### src/rtl/lumos_boot_pkg.sv
// Shared types for the boot loader: receiver and loader state encodings
// plus the image header length.
package lumos_boot_pkg;

    typedef enum logic [1:0] {
        IDLE,
        START,
        DATA,
        STOP
    } rx_state_t;

    typedef enum logic [1:0] {
        HDR_LO,
        HDR_HI,
        WORDS,
        DONE
    } ld_state_t;

    localparam int HDR_BYTES = 2;

endpackage

### src/rtl/uart_rx_byte.sv
// 8N1 byte receiver: 2-flop synchronizer, mid-bit sampling, one-cycle
// byte_valid on a good stop bit and stop_err on a bad one.
module uart_rx_byte
    import lumos_boot_pkg::*;
#(
    parameter int CLKS_PER_BIT = 16
) (
    input  logic       clk,
    input  logic       rst,
    input  logic       rx,
    output logic       byte_valid,
    output logic [7:0] byte_data,
    output logic       stop_err
);

    localparam int CW = $clog2(CLKS_PER_BIT);

    rx_state_t     r_state;
    rx_state_t     w_next;
    logic          r_sync1;
    logic          r_sync2;
    logic [CW-1:0] r_baud;
    logic [2:0]    r_bit;
    logic [7:0]    r_shift;
    logic          r_valid;
    logic          r_err;
    logic          w_half;
    logic          w_full;

    assign w_half = (r_baud == CW'(CLKS_PER_BIT / 2 - 1));
    assign w_full = (r_baud == CW'(CLKS_PER_BIT - 1));

    always_comb begin
        w_next = r_state;
        case (r_state)
            IDLE:  if (!r_sync2) w_next = START;
            START: if (w_half) w_next = r_sync2 ? IDLE : DATA;
            DATA:  if (w_full && r_bit == 3'd7) w_next = STOP;
            STOP:  if (w_full) w_next = IDLE;
            default: w_next = IDLE;
        endcase
    end

    always_ff @(posedge clk) begin
        if (rst) begin
            r_state <= IDLE;
        end else begin
            r_state <= w_next;
        end
    end

    always_ff @(posedge clk) begin
        if (rst) begin
            r_sync1 <= 1'b1;
            r_sync2 <= 1'b1;
            r_baud  <= '0;
            r_bit   <= '0;
            r_shift <= '0;
            r_valid <= 1'b0;
            r_err   <= 1'b0;
        end else begin
            r_sync1 <= rx;
            r_sync2 <= r_sync1;
            // Baud counter restarts on every state change and after each data sample.
            if (r_state != w_next || (r_state == DATA && w_full)) begin
                r_baud <= '0;
            end else begin
                r_baud <= r_baud + 1'b1;
            end
            if (r_state == DATA && w_full) begin
                r_shift <= {r_sync2, r_shift[7:1]};
                r_bit   <= r_bit + 1'b1;
            end
            r_valid <= (r_state == STOP) && w_full && r_sync2;
            r_err   <= (r_state == STOP) && w_full && !r_sync2;
        end
    end

    assign byte_valid = r_valid;
    assign byte_data  = r_shift;
    assign stop_err   = r_err;

endmodule

### src/rtl/imem_uart_loader.sv
// Boot loader: parses a little-endian word-count header and word stream from
// the UART, writes instruction memory and releases the core once complete.
module imem_uart_loader
    import lumos_boot_pkg::*;
#(
    parameter int CLKS_PER_BIT = 16,
    parameter int IMEM_AW      = 8
) (
    input  logic               clk,
    input  logic               rst,
    input  logic               rx,
    output logic               imem_we,
    output logic [IMEM_AW-1:0] imem_addr,
    output logic [31:0]        imem_wdata,
    output logic               core_rst,
    output logic               load_done,
    output logic               frame_err
);

    logic       w_byte_valid;
    logic [7:0] w_byte_data;
    logic       w_stop_err;

    uart_rx_byte #(
        .CLKS_PER_BIT(CLKS_PER_BIT)
    ) u_rx (
        .clk        (clk),
        .rst        (rst),
        .rx         (rx),
        .byte_valid (w_byte_valid),
        .byte_data  (w_byte_data),
        .stop_err   (w_stop_err)
    );

    ld_state_t          r_state;
    ld_state_t          w_next;
    logic [15:0]        r_count;
    logic [31:0]        r_word;
    logic [1:0]         r_bcnt;
    logic [15:0]        r_widx;
    logic               r_we;
    logic [IMEM_AW-1:0] r_addr;
    logic [31:0]        r_wdata;
    logic               r_last_we;
    logic               r_done;
    logic               r_ferr;
    logic [15:0]        w_count_hi;
    logic [31:0]        w_full_word;
    logic               w_last;
    logic               w_in_range;

    assign w_count_hi  = {w_byte_data, r_count[7:0]};
    assign w_full_word = {w_byte_data, r_word[31:8]};
    assign w_last      = ((r_widx + 16'd1) == r_count);
    assign w_in_range  = ((r_widx >> IMEM_AW) == 16'd0);

    always_comb begin
        w_next = r_state;
        case (r_state)
            HDR_LO: if (w_byte_valid) w_next = HDR_HI;
            HDR_HI: if (w_byte_valid) w_next = (w_count_hi == 16'd0) ? DONE : WORDS;
            WORDS:  if (w_byte_valid && r_bcnt == 2'd3 && w_last) w_next = DONE;
            DONE:   w_next = DONE;
            default: w_next = HDR_LO;
        endcase
    end

    always_ff @(posedge clk) begin
        if (rst) begin
            r_state <= HDR_LO;
        end else begin
            r_state <= w_next;
        end
    end

    always_ff @(posedge clk) begin
        if (rst) begin
            r_count   <= '0;
            r_word    <= '0;
            r_bcnt    <= '0;
            r_widx    <= '0;
            r_we      <= 1'b0;
            r_addr    <= '0;
            r_wdata   <= '0;
            r_last_we <= 1'b0;
            r_done    <= 1'b0;
            r_ferr    <= 1'b0;
        end else begin
            r_we      <= 1'b0;
            r_last_we <= 1'b0;
            if (w_stop_err) r_ferr <= 1'b1;
            // Release the core only after the final write has been presented.
            if (r_last_we) r_done <= 1'b1;
            case (r_state)
                HDR_LO: if (w_byte_valid) r_count[7:0] <= w_byte_data;
                HDR_HI: begin
                    if (w_byte_valid) begin
                        r_count[15:8] <= w_byte_data;
                        if (w_count_hi == 16'd0) r_done <= 1'b1;
                    end
                end
                WORDS: begin
                    if (w_byte_valid) begin
                        r_word <= w_full_word;
                        r_bcnt <= r_bcnt + 1'b1;
                        if (r_bcnt == 2'd3) begin
                            r_bcnt <= 2'd0;
                            r_widx <= r_widx + 16'd1;
                            if (w_in_range) begin
                                r_we    <= 1'b1;
                                r_addr  <= r_widx[IMEM_AW-1:0];
                                r_wdata <= w_full_word;
                            end
                            if (w_last) begin
                                if (w_in_range) r_last_we <= 1'b1;
                                else            r_done    <= 1'b1;
                            end
                        end
                    end
                end
                default: ;
            endcase
        end
    end

    assign imem_we    = r_we;
    assign imem_addr  = r_addr;
    assign imem_wdata = r_wdata;
    assign core_rst   = ~r_done;
    assign load_done  = r_done;
    assign frame_err  = r_ferr;

endmodule

### config.mk
export PLATFORM = sky130hd
export DESIGN_NAME = imem_uart_loader
export DESIGN_NICKNAME = d
export VERILOG_FILES = /design/src/rtl/lumos_boot_pkg.sv /design/src/rtl/uart_rx_byte.sv /design/src/rtl/imem_uart_loader.sv
export SDC_FILE = /design/constraint.sdc
export NUM_CORES = 1
export LEC_CHECK = 0
export ABC_CLOCK_PERIOD_IN_PS = 3300
export CAP_MARGIN = 20
export CELL_PAD_IN_SITES_DETAIL_PLACEMENT = 1
export CELL_PAD_IN_SITES_GLOBAL_PLACEMENT = 1
export CORE_AREA = 3 3 129 131
export CTS_CLUSTER_DIAMETER = 80
export DETAILED_ROUTE_END_ITERATION = 6
export DIE_AREA = 0 0 132 134
export MAX_ROUTING_LAYER = met4
export PLACE_DENSITY_LB_ADDON = 0.1
export SLEW_MARGIN = 30
export SYNTH_ARGS = -nofsm -noshare
export SYNTH_HDL_FRONTEND = slang
export SYNTH_SLANG_ARGS = --single-unit
### constraint.sdc
create_clock -name clk -period 3.3 [get_ports clk]
set_clock_uncertainty 0.1 [all_clocks]
set_input_delay 0.495 -clock clk [delete_from_list [all_inputs] [get_ports clk]]
set_output_delay 0.495 -clock clk [all_outputs]
set_load 0.005 [all_outputs]
==> run_results.csv, run 1 <==
group,metric,value,unit
die,start_util,34.8,%
placement,place_congestion,0.827,
clocking,cts_hold_buf,0,
power,finalPower,0.00348,W
clocking,clock-sinks,125,
sta,worstMarginPinSlew,775,ps
yosys,syn_area,5460,um2
clocking,post_cts.repair.setup_buffers,0,
sta,fin_crit_sh,78.4,%
setup_path,crit_type,"reg -> reg",
die,die_h,134,um
final_layout,drive_above_1_share,8.07,%
power,p_per_area,524,nW/um2
clocking,clk_path_buf_depth,2,
placement,portBuffers,46,
clocking,cts_resized,0,
routing,drc,0,
sta,maxSlewHeadroom,48.3,%
yosys,synth_cell_types,53,
clocking,cts_tree,"yes",
sta,hold_viol,0,
die,die_x,132,um
power,cell_internal_pwr,0.00273,W
min_path,worstHoldPathCells,1,
yosys,synth_area_per_cell,8.14,um2
routing,dr.pass1.iters,4,
global_route,grt_max_degree,99,
setup_path,cp_max_fo,10,
clocking,h-tree-depth,4,
setup_path,arrival,2810,ps
global_route,grt_use_total,17.4,%
final_layout,regArea,2500,um2
die,core_area,15700,um2
sta,finalSetupViolCount,0,
setup_path,reg2reg_depth,8,
power,power_frac_comb,2.6,%
yosys,synth_nets,684,
yosys,ys_ff_latch,125,
routing,route.antenna.remaining_nets,0,
final_layout,multiInputGateArea,2720,um2
global_route,antenna_found_initial,0,
routing,vias_per_cell,5.01,
clocking,numCtsBuffers,17,
power,sequentialPowerShare,43.9,%
routing,initialDrtViolationCount,230,
setup_path,cp-end-kind,"flip-flop",
power,pwr-share-clk,53.5,%
power,leakage,2.17,nW
sta,drv_slew,0,
power,switchingPower,0.000747,W
global_route,grt_pass1_vias,4921,
min_path,hp-class,"reg -> reg",
clocking,cts-root-buf,"clkbuf_16",
yosys,synth_edf_count,0,
die,rows,46,
routing,drt_wl_total,14600,um
setup_path,reg2reg_slack,710,ps
min_path,holdPathEnd,"u_rx.r_sync2",
status,status,"finished, final reports clean",
power,ir_worst_vdd,0.359,mV
yosys,syn_inst,671,
routing,met1_length,7130,um
yosys,yosysWarnings,0,
clocking,path_clk_slew,50,ps
global_route,overflow,0,
sta,fin_crit,2590,ps
routing,via_count,4619,
sta,fin_ws,713,ps
min_path,hold_start,"u_rx.r_sync1",
setup_path,startpoint_type,"flip-flop",
yosys,ys_async_sr_fraction,0,%
sta,setup_tns,0,ps
global_route,grt_pass1_wl,24400,um
sta,max_freq,387,MHz
placement,pre_cts_slack,719,ps
yosys,seq_area_frac_synth,45.8,%
placement,dp_hpwl,9810,um
routing,wl_per_cell,15.8,um
run,maxCapViolCount,0,
final_layout,final_nets,707,
final_layout,diodes,0,
power,sw_frac_of_total,21.5,%
die,die_area,17700,um2
setup_path,critPathRequiredTime,3520,ps
routing,route.met3.wl,345,um
die,io_pins,47,
routing,dr_wl_met2,6910,um
setup_path,worst_r2r_startpoint,"r_widx[0]",
yosys,synth_ff_type,"dfxtp_1",
setup_path,r2r-end,"load_done",
clocking,clk_latency,420,ps
final_layout,n_fill_cell,1845,
routing,top_layer,"met4",
final_layout,syn_to_final_growth,21.4,%
sta,rsz0062_at_grt,"false",
cell usage after synthesis (2+ instances only):
master | instances | area [um2]
or2_2 | 2 | 12.5
o2111ai_1 | 2 | 17.5
buf_2 | 5 | 25.0
xor2_1 | 16 | 140
and3_1 | 3 | 18.8
or3_1 | 3 | 18.8
nor3_1 | 7 | 35.0
nor2b_1 | 3 | 18.8
ha_1 | 10 | 125
dfxtp_1 | 125 | 2500
nand2b_1 | 4 | 25.0
inv_1 | 8 | 30.0
xnor2_1 | 18 | 158
nand4_1 | 8 | 50.1
a31oi_1 | 3 | 18.8
o21ai_0 | 7 | 35.0
nor4b_2 | 2 | 30.0
nor2_1 | 45 | 169
a211oi_1 | 4 | 30.0
a211o_1 | 2 | 17.5
nand3_2 | 2 | 20.0
nand4_2 | 2 | 25.0
buf_4 | 7 | 52.6
a21oi_1 | 90 | 450
nand2_1 | 168 | 631
nor4_1 | 10 | 62.6
nor4b_1 | 3 | 26.3
mux2i_1 | 15 | 150
nor4_2 | 2 | 25.0
and2_1 | 4 | 25.0
clkbuf_1 | 37 | 139
nand3_1 | 31 | 155
nor3b_1 | 3 | 22.5
logic make-up after synthesis:
logic type / share of synthesized area [%]
muxes: 2.95
AOI/OAI and AO/OA: 12.6
DFF: 45.8
xor gates and xnor gates: 5.45
and+or+nand+nor: 26.3
buffers and inverters: 4.58
adders and majority gates: 2.29
state kept, by name (all words and copies together) (netlist names):
| register | cells |
|---|---|
| imem_we | 1 |
| u_rx.stop_err | 1 |
| u_rx.r_baud | 4 |
| load_done | 1 |
| r_state | 2 |
| r_last_we | 1 |
| imem_addr | 8 |
| u_rx.r_sync1 | 1 |
| u_rx.r_sync2 | 1 |
| r_count | 16 |
| r_word | 24 |
| u_rx.byte_data | 8 |
| imem_wdata | 32 |
| u_rx.byte_valid | 1 |
| frame_err | 1 |
| r_widx | 16 |
| u_rx.r_bit | 3 |
| u_rx.r_state | 2 |
| r_bcnt | 2 |
routing by layer:
| metal | GRT usage, % | vias up |
|---|---|---|
| li1 | - | 2307 |
| met1 | 22.1 | 2241 |
| met2 | 28.3 | 55 |
| met3 | 3.56 | 16 |
| met4 | 5.13 | 0 |
| met5 | - | - |
critical path: stages, from the launching register on:
cell       delay, ps
dfxtp_1          470
ha_1             290
nand3_2          230
nor2_1           260
nand2_1          130
xor2_1           190
a2111oi_4        370
nand3_1          190
o31ai_2          260
cells in the final DEF, fill, tap and decap left out, types with 3 or more instances in the layout:
master           synthesis  final
nand2_1                168    167
dfxtp_1                125    125
a21oi_1                 90     90
clkdlybuf4s50_1          0     45
nor2_1                  45     44
nand3_1                 31     31
xnor2_1                 18     18
clkbuf_16                0     17
xor2_1                  16     16
mux2i_1                 15     15
nor4_1                  10     10
ha_1                    10     10
inv_1                    8      8
nand4_1                  8      8
buf_4                    7      8
o21ai_0                  7      7
nor3_1                   7      7
and2_1                   4      4
nand2b_1                 4      4
a211oi_1                 4      4
clkbuf_8                 0      4
clkinvlp_4               0      4
nor2b_1                  3      3
a31oi_1                  3      3
nor4b_1                  3      3
nor3b_1                  3      3
and3_1                   3      3
or3_1                    3      3
power groups by stage:
stage / clock network [W] / logic (W) / registers, W
after floorplan: 0 / 0.0000699 / 0.00156
after global placement: 0 / 0.0000869 / 0.00156
after detailed placement: 0 / 0.0000900 / 0.00156
after CTS: 0.00190 / 0.0000904 / 0.00153
after global routing: 0.00198 / 0.000101 / 0.00153
final: 0.00186 / 0.0000899 / 0.00153
how the worst max path moves through the flow:
stage	start	endpoint	slack, ps	depth (start not counted)
2_1_floorplan	r_widx[0]	r_state[1]	1040	8
3_5_place_dp	r_widx[0]	load_done	720	8
4_1_cts	r_widx[0]	load_done	720	8
3_3_place_gp	r_widx[0]	r_state[1]	880	8
6_report	r_widx[0]	load_done	710	8
5_1_grt	r_widx[0]	load_done	530	8
through the flow:
stage	hold slack, ps	instances	cell area, um2	util (%)
after floorplan	289	671	5460	-
after global placement	293	891	6030	38.4
after detailed placement	301	891	6030	38.4
after CTS	314	922	6630	42.2
after global routing	329	922	6630	42.2
final	308	922	6630	42.2
cell type report:
type | instances | area share (%)
repair buffers | 54 | 7.87
multi-input cells | 488 | 40.9
inverters | 8 | 0.453
clock inverters | 9 | 1.64
well taps | 216 | 4.07
clock buffers | 22 | 7.30
flip-flops and latches | 125 | 37.7
Note: power is estimated with default switching activity, not from simulation.
==> run 2, diff against run 1 <==
ABC_CLOCK_PERIOD_IN_PS = 2400   (was 3300)
clock period = 2.4 ns   (was 3.3 ns; I/O delays follow)
==> run 2 against run 1 <==
Against the previous run:
- fmax increased by 15%
- combinational power increased by 51%
- clock power increased by 35%
- final area increased by 4.2%
- sequential share of layout area decreased by 1.4 points
- via count increased by 3.5%
- sequential power increased by 37%
- register-to-register slack got worse by 550 ps
- non-clock buffer count increased by 25
- flip-flop and latch count unchanged
- global-route usage increased by 0.72 points
- critical endpoint is now r_state[1]
- highest routed layer unchanged
==> run_results.csv, run 2 (same netlist as run 1, synthesis figures left out) <==
group,metric,value,unit
placement,place_congestion,0.866,
die,die_x,132,um
power,leakage,2.33,nW
global_route,antenna_found_initial,0,
final_layout,syn_to_final_growth,26.5,%
die,die_h,134,um
global_route,grt_use_met1,23.2,%
sta,drv_slew,0,
run,maxCapViolCount,0,
global_route,grt_pass1_vias,4941,
sta,whs,314,ps
global_route,grt_max_degree,80,
final_layout,most-common-layout-cells,"168 x nand2_1, 118 x dfxtp_1, 90 x a21oi_1, 45 x clkdlybuf4s50_1, 43 x nor2_1",
routing,drt_wl_total,15100,um
sta,finalSetupViolCount,0,
clocking,cts_tree,"yes",
setup_path,critPathRequiredTime,2600,ps
routing,initialDrtViolationCount,295,
routing,dr.pass1.iters,4,
die,start_util,34.8,%
global_route,grt_pass1_wl,25300,um
setup_path,reg2reg_slack,160,ps
setup_path,cp_max_fo,4,
min_path,hp-class,"reg -> reg",
routing,drc,0,
global_route,grt_use_total,18.2,%
sta,rsz0062_at_grt,"false",
global_route,overflow,0,
clocking,clk_path_buf_depth,2,
routing,route.antenna.remaining_nets,0,
final_layout,largest_reg_flops,32,
sta,maxSlewHeadroom,45.0,%
final_layout,final_common_cell,"nand2_1",
global_route,grt_use_met3,4.24,%
die,core_area,15700,um2
clocking,clk_latency,420,ps
clocking,path_clk_slew,60,ps
sta,fin_crit_sh,93.4,%
setup_path,cp-end-kind,"flip-flop",
clocking,clock-sinks,125,
final_layout,diodes,0,
clocking,numCtsBuffers,17,
die,die_area,17700,um2
placement,portBuffers,46,
routing,via_count,4779,
clocking,h-tree-depth,4,
final_layout,final_nets,732,
routing,vias_per_cell,5.04,
placement,dp_hpwl,10300,um
final_layout,drive_above_1_share,13.0,%
setup_path,arrival,2440,ps
sta,fin_crit,2240,ps
setup_path,startpoint_type,"flip-flop",
sta,setup_tns,0,ps
sta,hold_viol,0,
sta,max_freq,446,MHz
power,ir_worst_vdd,0.551,mV
setup_path,crit_type,"reg -> reg",
sta,worstMarginPinSlew,825,ps
clocking,cts-root-buf,"clkbuf_16",
global_route,top_usage_layer,"met2",
global_route,gr-usage-met2,29.0,%
die,rows,46,
final_layout,n_fill_cell,1877,
routing,wl_per_cell,15.9,um
status,status,"finished, final reports clean",
power,p_per_area,688,nW/um2
die,io_pins,47,
==> run 2: cell types whose count changed in the layout (fill, tap and decap cells not counted), moves of 2 or more <==
| cell | before | now |
|---|---|---|
| clkbuf_8 | 4 | 1 |
| buf_12 | 0 | 2 |
| inv_6 | 1 | 3 |
| dfxtp_2 | 0 | 7 |
| nor4_1 | 10 | 8 |
| dfxtp_1 | 125 | 118 |
| clkinv_2 | 2 | 4 |
| buf_4 | 8 | 32 |
==> run 2: final timing paths <==
path | from | to | cells past startpoint
min | u_rx.r_sync1 | u_rx.r_sync2 | 1
max reg2reg | r_widx[0] | r_state[1] | 8
max | r_widx[0] | r_state[1] | 8
min reg2reg | u_rx.r_sync1 | u_rx.r_sync2 | 1
==> run 2: repair_timing <==
action,CTS,global route
hold buffers,0,0
endpoints found under the setup margin,0,4
gates resized for setup,0,18
setup buffers,0,0
==> run 2: layout make-up <==
class                   count  area, um2  share of cell area (%)
clock buffers              19        443                    6.41
clock inverters            13        138                    1.99
inverters                   8       30.0                   0.435
multi-input cells         488       2790                    40.3
flip-flops and latches    125       2510                    36.3
well taps                 216        270                    3.91
repair buffers             79        731                    10.6
==> run 2: metal layers <==
| metal | part of all wire, % | up-vias | routed length [um] |
|---|---|---|---|
| li1 | - | 2369 | - |
| met1 | 49 | 2339 | 7360 |
| met2 | 47 | 58 | 7150 |
| met3 | 2.7 | 13 | 407 |
| met4 | 1.2 | 0 | 175 |
| met5 | 0 | - | 0 |
==> run 2: power breakdown <==
part | switching (W) | leakage (nW) | internal [W]
combinational | 0.0000935 | 1.04 | 0.0000423
clock | 0.000965 | 0.280 | 0.00156
sequential | 0.0000116 | 1.01 | 0.00209
==> run 2: worst max-delay path, stage by stage, from the launching register on <==
cell	delay, ps
dfxtp_1	350
ha_2	240
and3_4	220
nand4_2	160
nor3b_1	200
nor4_2	350
nor4_1	90
nand4bb_1	120
mux2_1	320
==> run 2: stage by stage <==
| step | std cells | worst slack, ps | util [%] | power, W | area (um2) |
|---|---|---|---|---|---|
| 2_1_floorplan | 671 | 141 | - | 0.00223 | 5460 |
| 3_3_place_gp | 916 | 155 | 39.8 | 0.00227 | 6250 |
| 3_5_place_dp | 916 | 58.2 | 39.8 | 0.00228 | 6250 |
| 4_1_cts | 948 | 29.3 | 43.4 | 0.00483 | 6830 |
| 5_1_grt | 948 | 11.9 | 44.0 | 0.00493 | 6910 |
| 6_report | 948 | 159 | 44.0 | 0.00476 | 6910 |
==> run 3, diff against run 2 <==
ABC_CLOCK_PERIOD_IN_PS = 2500   (was 2400)
clock period = 2.5 ns   (was 2.4 ns; I/O delays follow)
==> run 3 against run 2 <==
Against the previous run:
- sequential share of layout area increased by 0.29 points
- die area unchanged
- worst hold slack is essentially flat
- final cell count decreased by 0.53%
- first-iteration DRC count shrank 24%
- sequential power is 4% lower
- critical endpoint unchanged
- largest cell class unchanged
- largest power group unchanged
- highest routed layer unchanged
==> run_results.csv, run 3 (same netlist as run 1, synthesis figures left out) <==
group,metric,value,unit
status,status,"finished, final reports clean",
power,ir_worst_vdd,0.474,mV
setup_path,critPathRequiredTime,2700,ps
global_route,grt_max_degree,74,
routing,via_count,4793,
setup_path,cp_max_fo,7,
setup_path,arrival,2550,ps
sta,worstMarginPinSlew,803,ps
clocking,cts_resized,0,
clocking,clock-sinks,125,
placement,portBuffers,46,
clocking,clk_latency,420,ps
placement,place_congestion,0.883,
final_layout,final_common_cell,"nand2_1",
setup_path,r2r-end,"r_state[1]",
sta,fin_crit_sh,93.8,%
clocking,path_clk_slew,60,ps
final_layout,final_nets,728,
setup_path,crit_type,"reg -> reg",
clocking,cts_hold_buf,0,
final_layout,most-common-layout-cells,"168 x nand2_1, 124 x dfxtp_1, 90 x a21oi_1, 45 x clkdlybuf4s50_1, 43 x nor2_1",
die,start_util,34.8,%
final_layout,largest_reg_flops,32,
setup_path,cp_top_family,"simple AND/OR/NAND/NOR gates",
routing,dr.pass1.iters,4,
routing,wl_per_cell,16.3,um
sta,fin_crit,2350,ps
min_path,holdPathEnd,"u_rx.r_sync2",
sta,finalSetupViolCount,0,
setup_path,cp.buffers_inverters,0,
final_layout,syn_to_final_growth,25.1,%
sta,hold_viol,0,
setup_path,cp_slowest_cell,"dfxtp_1",
sta,setup_tns,0,ps
routing,drt_wl_total,15300,um
setup_path,cp-end-kind,"flip-flop",
clocking,cts_tree,"yes",
global_route,grt_pass1_wl,25600,um
sta,drv_slew,0,
die,io_pins,47,
final_layout,final_util,43.5,%
global_route,grt_use_total,18.5,%
sta,rsz0062_at_grt,"false",
run,maxCapViolCount,0,
die,core_area,15700,um2
min_path,hp-class,"reg -> reg",
clocking,clk_path_buf_depth,2,
clocking,cts-root-buf,"clkbuf_16",
routing,vias_per_cell,5.08,
global_route,grt_pass1_vias,4986,
setup_path,worst_r2r_startpoint,"r_widx[3]",
routing,route.antenna.remaining_nets,0,
placement,dp_hpwl,10700,um
min_path,worstHoldPathCells,1,
die,die_h,134,um
clocking,numCtsBuffers,17,
power,p_per_area,665,nW/um2
min_path,hold_start,"u_rx.r_sync1",
final_layout,drive_above_1_share,11.6,%
clocking,post_cts.repair.setup_buffers,0,
die,die_x,132,um
global_route,overflow,0,
setup_path,path_depth,7,
global_route,antenna_found_initial,0,
final_layout,diodes,0,
setup_path,cpMostUsedCell,"nor4_2",
sta,max_freq,426,MHz
setup_path,reg2reg_slack,150,ps
setup_path,cpPeakStageDelay,480,ps
sta,maxSlewHeadroom,46.4,%
setup_path,startpoint_type,"flip-flop",
setup_path,reg2reg_depth,7,
final_layout,final_area,6830,um2
die,die_area,17700,um2
routing,drc,0,
clocking,h-tree-depth,4,
power,leakage,2.28,nW
die,rows,46,
setup_path,cp_cell_sequence,"nand4_2 > nor4_2 > xnor2_1 > nand2_1 > nor4_2 > nand4bb_1 > mux2_1",
routing,initialDrtViolationCount,225,
placement,placed_area,6220,um2
[run 3: how the worst max path moves through the flow]
stage          startpoint        endpoint
2_1_floorplan   r_widx[0]      r_state[1]
3_3_place_gp   r_widx[12]  imem_wdata[27]
3_5_place_dp    r_widx[0]      r_state[1]
4_1_cts         r_widx[0]      r_state[1]
5_1_grt         r_widx[5]      r_state[1]
6_report        r_widx[3]      r_state[1]
[run 3: metrics by stage]
step	power, W	setup WS, ps	hold WS (ps)	cells
global route	0.00473	10.9	339	943
CTS	0.00461	90.9	317	943
global placement	0.00218	160	298	912
detailed placement	0.00219	108	304	912
finish	0.00455	154	314	943
floorplan	0.00215	241	289	671
[run 3: cell type report]
cell class	instances	area (um2)
fillers	1905	8880
multi-input cells	488	2750
flip-flops and latches	125	2500
repair buffers	75	701
clock buffers	20	467
well taps	216	270
clock inverters	11	111
inverters	8	30.0
[run 3: power breakdown]
group | switching [W] | total, W | internal (W)
clock network | 0.000953 | 0.00240 | 0.00145
registers | 0.0000107 | 0.00201 | 0.00200
logic | 0.0000880 | 0.000129 | 0.0000406
total | 0.00105 | 0.00455 | 0.00349
[run 3: routing by layer]
metal	vias to the layer above	global-route usage, %	share of wire (%)
li1	2354	-	-
met1	2361	23.5	48
met2	60	29.8	49
met3	18	3.94	2.5
met4	0	5.43	1.2
met5	-	-	0
